===== config.mk =====
export PLATFORM = sky130hd
export DESIGN_NAME = mem_arbiter
export DESIGN_NICKNAME = d
export VERILOG_FILES = /design/src/rtl/mem_arbiter.sv
export SDC_FILE = /design/constraint.sdc
export NUM_CORES = 1
export LEC_CHECK = 0
export BUFFER_PORTS_ARGS = -buffer_cell sky130_fd_sc_hd__buf_2
export CORE_MARGIN = 5
export CORE_UTILIZATION = 40
export DETAILED_ROUTE_END_ITERATION = 12
export PLACE_DENSITY = 0.85
export SLEW_MARGIN = 20
export SYNTH_ARGS = -nofsm -noshare
export SYNTH_HDL_FRONTEND = slang
export SYNTH_SLANG_ARGS = --single-unit

===== constraint.sdc =====
create_clock -name clk -period 2.74 [get_ports clk]
set_clock_uncertainty 0.2 [all_clocks]
set_input_delay 0.137 -clock clk [delete_from_list [all_inputs] [get_ports clk]]
set_output_delay 0.137 -clock clk [all_outputs]
set_load 0.005 [all_outputs]

===== src/rtl/mem_arbiter.sv =====
// Single-port memory arbiter for I-fill, D-fill and D write-through traffic.
// Grants one burst or write at a time and routes read-valid pulses back to the issuing side.
module mem_arbiter #(
    parameter int BURST_LEN = 8,
    parameter int MEM_LAT   = 4
) (
    input  logic        clk,
    input  logic        rst_n,
    input  logic        i_req,
    input  logic [15:0] i_addr,
    input  logic        d_req,
    input  logic [15:0] d_addr,
    input  logic        wr_req,
    input  logic [15:0] wr_addr,
    input  logic [15:0] wr_data,
    input  logic        mem_data_valid,
    output logic [15:0] mem_addr,
    output logic        mem_enable,
    output logic        mem_wr,
    output logic [15:0] mem_data_in,
    output logic        i_data_valid,
    output logic        d_data_valid,
    output logic        i_stall,
    output logic        d_stall,
    output logic        wr_ack
);

    typedef enum logic [1:0] {
        IDLE   = 2'd0,
        WRITE  = 2'd1,
        FILL_I = 2'd2,
        FILL_D = 2'd3
    } state_t;

    localparam logic [3:0] BURST_CNT = 4'(BURST_LEN);
    localparam logic       SIDE_I    = 1'b0;
    localparam logic       SIDE_D    = 1'b1;

    state_t               state_r;
    state_t               state_next_s;
    logic [3:0]           issue_cnt_r;
    logic [3:0]           ret_cnt_r;
    logic [MEM_LAT-1:0]   pend_r;
    logic [MEM_LAT-1:0]   pend_next_s;
    logic                 last_fill_r;
    logic                 fill_s;
    logic                 x_req_s;
    logic [15:0]          x_addr_s;
    logic                 issue_s;
    logic                 routed_s;
    logic                 burst_done_s;
    logic                 drained_s;
    logic                 fill_exit_s;

    // Select the request and address of the side currently owning the memory
    always_comb begin
        fill_s   = 1'b0;
        x_req_s  = 1'b0;
        x_addr_s = 16'h0000;
        case (state_r)
            FILL_I: begin
                fill_s   = 1'b1;
                x_req_s  = i_req;
                x_addr_s = i_addr;
            end
            FILL_D: begin
                fill_s   = 1'b1;
                x_req_s  = d_req;
                x_addr_s = d_addr;
            end
            default: begin
                fill_s   = 1'b0;
                x_req_s  = 1'b0;
                x_addr_s = 16'h0000;
            end
        endcase
    end

    // The pending pipe mirrors the memory latency; its top bit marks the read returning now
    assign issue_s      = fill_s & x_req_s & (issue_cnt_r < BURST_CNT);
    assign routed_s     = fill_s & mem_data_valid & pend_r[MEM_LAT-1];
    assign pend_next_s  = {pend_r[MEM_LAT-2:0], issue_s};
    assign burst_done_s = routed_s & (ret_cnt_r == (BURST_CNT - 4'd1));
    assign drained_s    = (pend_next_s == '0);
    // A fully issued burst whose reads all drained without data is released too, so a lost return cannot hang the port
    assign fill_exit_s  = fill_s & (burst_done_s |
                          (drained_s & (~x_req_s | (issue_cnt_r == BURST_CNT))));

    // Grant decision and fill termination
    always_comb begin
        state_next_s = state_r;
        case (state_r)
            IDLE: begin
                if (wr_req) begin
                    state_next_s = WRITE;
                end else if (i_req && d_req) begin
                    state_next_s = (last_fill_r == SIDE_I) ? FILL_D : FILL_I;
                end else if (i_req) begin
                    state_next_s = FILL_I;
                end else if (d_req) begin
                    state_next_s = FILL_D;
                end else begin
                    state_next_s = IDLE;
                end
            end
            WRITE: begin
                state_next_s = IDLE;
            end
            FILL_I, FILL_D: begin
                if (fill_exit_s) begin
                    state_next_s = IDLE;
                end else begin
                    state_next_s = state_r;
                end
            end
            default: begin
                state_next_s = IDLE;
            end
        endcase
    end

    // Memory-side drive, valid routing and stall flags
    always_comb begin
        mem_enable   = 1'b0;
        mem_wr       = 1'b0;
        mem_addr     = 16'h0000;
        mem_data_in  = 16'h0000;
        wr_ack       = 1'b0;
        i_data_valid = 1'b0;
        d_data_valid = 1'b0;
        case (state_r)
            WRITE: begin
                mem_enable  = 1'b1;
                mem_wr      = 1'b1;
                mem_addr    = wr_addr;
                mem_data_in = wr_data;
                wr_ack      = 1'b1;
            end
            FILL_I: begin
                mem_enable   = issue_s;
                mem_addr     = x_addr_s;
                i_data_valid = routed_s;
            end
            FILL_D: begin
                mem_enable   = issue_s;
                mem_addr     = x_addr_s;
                d_data_valid = routed_s;
            end
            default: begin
                mem_enable   = 1'b0;
                mem_addr     = 16'h0000;
            end
        endcase
        // Stalls are forced low while reset is held so every output is quiet during reset
        i_stall = rst_n & i_req & (state_r != FILL_I);
        d_stall = rst_n & ((d_req & (state_r != FILL_D)) | (wr_req & (state_r != WRITE)));
    end

    // State, burst counters, pending pipe and fairness bit
    always_ff @(posedge clk or negedge rst_n) begin
        if (!rst_n) begin
            state_r     <= IDLE;
            issue_cnt_r <= 4'd0;
            ret_cnt_r   <= 4'd0;
            pend_r      <= '0;
            last_fill_r <= SIDE_I;
        end else begin
            state_r <= state_next_s;
            if (fill_exit_s) begin
                issue_cnt_r <= 4'd0;
                ret_cnt_r   <= 4'd0;
                pend_r      <= '0;
                last_fill_r <= (state_r == FILL_D) ? SIDE_D : SIDE_I;
            end else if (fill_s) begin
                if (issue_s) begin
                    issue_cnt_r <= issue_cnt_r + 4'd1;
                end else begin
                    issue_cnt_r <= issue_cnt_r;
                end
                if (routed_s && (ret_cnt_r < BURST_CNT)) begin
                    ret_cnt_r <= ret_cnt_r + 4'd1;
                end else begin
                    ret_cnt_r <= ret_cnt_r;
                end
                pend_r <= pend_next_s;
            end else begin
                issue_cnt_r <= 4'd0;
                ret_cnt_r   <= 4'd0;
                pend_r      <= '0;
                last_fill_r <= last_fill_r;
            end
        end
    end

endmodule


==> flow_summary.ini <==
[status]
status = complete, no violations

[synthesis]
synth_top_cell_area_share_pct = 31.1
yosys_warnings = 0
syn_inst = 151
synth_nets = 224
yosysSeqAreaShare_pct = 31.1
ys_ff_latch = 15
synth_cell_types = 29
ys_top_cells_by_area = dfrtp_1, mux2i_1, and3_1
avgSynthCellArea_um2 = 7.99
syn_area_mm2 = 0.00121
yosys.area.top_type = dfrtp_1

[final_layout]
syn2layout_area_growth_pct = 49.4
fin_nets = 330
fin_cells = 289
nFillCells = 282
drive_above_1_share_pct = 46.1
multi_input_area_um2 = 757
seq_area_um2 = 377
antenna_cells = 0
fin_util_pct = 60.5

[critical_path]
worstSetupPathType = flip-flop to flip-flop
startpoint_type = flip-flop
worstPathRequired_ps = 2700
crit_fanout = 14
end_kind = flip-flop
cp.arrival_ps = 2410

[drt]
final_antenna_net_count = 0
dr.pass1.iters = 4
wl_per_cell_um = 13.5
dr_total_vias = 1428
drtIter0Drc = 58
route.detailed.drc = 0
avgViaCountPerCell = 4.94
routed_wl_um = 3900

[placement]
place.gp.congestion = 0.783
dp.cells = 282
hpwl_um = 3040
portBuffers = 108

[clocking]
cts_buffers = 3
cts_tree = built
cts-root-buf = clkbuf_4
numClockSinks = 15
cts_buffer_depth = 2
post_cts_buffers = 0
worst_setup_hold_path_clk_slew_ps = 90
htreeDepth = 1
clk_latency_ps = 280

[floorplan]
die_area_mm2 = 0.00421
fp.dieW_um = 64.9
start_util_pct = 40.5
io_pins = 109
rows = 20
coreArea_mm2 = 0.00298
die_h_um = 64.9

[power]
p_leak_nw = 1.08
irDropWorstVdd_v = 0.000266
p_per_area_mw_per_mm2 = 623
p_total_mw = 1.12

[sta]
fmax_mhz = 409
slew_headroom_pct = 70.2
drv_slew = 0
finalSetupViolCount = 0
period_needed_ps = 2440
worst_pin_slew_ps = 447
rsz0062_at_grt = false
tns_ps = 0
finalCritPeriodShare_pct = 89.2
final-hold-violation-count = 0
hold_slack_ps = 92.1

[grt]
gr-total-overflow = 0
grt_max_degree = 40
grt_pass1_vias = 1419
grt_pass1_wl_um = 6150
antenna_found_initial = 0
grt_use_total_pct = 17.9

[run]
max-cap-violations = 0

[worst_hold_path]
hold_class = primary input to async pin
==> synth_stat cells <==
| library cell | count |
|---|---|
| nand3b_1 | 1 |
| xnor2_1 | 2 |
| xor2_1 | 1 |
| nor2_1 | 14 |
| o21ai_0 | 8 |
| or3_1 | 5 |
| a31oi_1 | 1 |
| o21ai_1 | 12 |
| a21oi_1 | 4 |
| a41oi_1 | 1 |
| buf_4 | 1 |
| nand2_1 | 20 |
| nor3_1 | 1 |
| mux2_1 | 2 |
| buf_6 | 1 |
| clkbuf_1 | 8 |
| o21ai_2 | 1 |
| ha_1 | 3 |
| a21oi_2 | 1 |
| inv_1 | 2 |
| nand4b_1 | 1 |
| and3_1 | 19 |
| mux2i_1 | 19 |
| o41ai_1 | 1 |
| dfrtp_1 | 15 |
| buf_2 | 2 |
| inv_2 | 2 |
| nand3_1 | 2 |
| o21ba_1 | 1 |
==> stage by stage <==
step,worst slack [ps],area (um2)
floorplan,1120,1210
global placement,713,1740
detailed placement,689,1740
CTS,187,1800
global route,154,1800
finish,296,1800
==> state kept, by name (all words and copies together), names as in the netlist <==
signal and cells:
ret_cnt_r 4, state_r 2, last_fill_r 1, pend_r 4, issue_cnt_r 4
==> repair_timing <==
item,CTS,global route
gates resized for setup,0,1
hold buffers,3,0
endpoints found under the setup margin,0,1
endpoints found under the hold margin,16,0
==> cell usage in the layout (no fill, tap or decap), types with 4 or more instances in the layout <==
| master | synthesis | layout |
|---|---|---|
| buf_2 | 2 | 108 |
| nor2_1 | 14 | 14 |
| or3_1 | 5 | 5 |
| nand2_1 | 20 | 20 |
| and3_1 | 19 | 19 |
| o21ai_0 | 8 | 8 |
| o21ai_1 | 12 | 12 |
| a21oi_1 | 4 | 4 |
| dfrtp_1 | 15 | 14 |
| mux2i_1 | 19 | 19 |
==> report_power, final <==
group	switching [mW]	total, mW	internal, mW
combinational	0.380	0.732	0.352
clock	0.0666	0.123	0.0565
sequential	0.0268	0.268	0.241
total	0.474	1.12	0.649
==> routing by layer <==
| metal | track usage, % | share of wire [%] |
|---|---|---|
| met5 | 0 | 0 |
| met3 | 3.47 | 9.5 |
| met1 | 19.3 | 37 |
| met2 | 34.6 | 52 |
| met4 | 5.01 | 1.1 |
==> critical path, cell delays in order (launching register included) <==
cell	delay (ps)
dfrtp_2	510
nand3_1	230
nor3_1	280
or3_1	390
o41ai_1	140
dlygate4sd3_1	570
==> area by class of cell <==
cell class / instances / share of cell area (%)
multi-input combinational: 120 / 42.0
sequential: 15 / 20.9
tap: 33 / 2.29
inverter: 4 / 0.833
timing repair buffer: 113 / 32.5
clock buffer: 4 / 1.46
==> kinds of logic (layout without fill, tap and decap cells) <==
family                   after synthesis  count (layout)  synth area share (%)
flip-flops                            15              15                  31.1
AO/OA/AOI/OAI                         30              30                  14.2
AND/OR/NAND/NOR                       63              63                  25.6
buffers and inverters                 16             121                  6.12
XOR/XNOR                               3               3                  2.18
multiplexers                          21              21                  17.6
adder cells (fa/ha/maj)                3               3                  3.11
==> worst paths after layout <==
| path | startpoint | endpoint | cells past startpoint | slack [ps] |
|---|---|---|---|---|
| hold / removal | rst_n | ret_cnt_r[0] | 2 | 90 |
| max in group asynchronous | rst_n | state_r[1] | 2 | 1960 |
| setup reg to reg | state_r[1] | state_r[1] | 5 | 300 |
| setup / recovery | state_r[1] | state_r[1] | 5 | 300 |
| min in group clk | d_req | state_r[0] | 4 | 110 |
| hold reg to reg | pend_r[1] | pend_r[2] | 1 | 310 |
No activity file was read; power rests on OpenSTA's default activity.
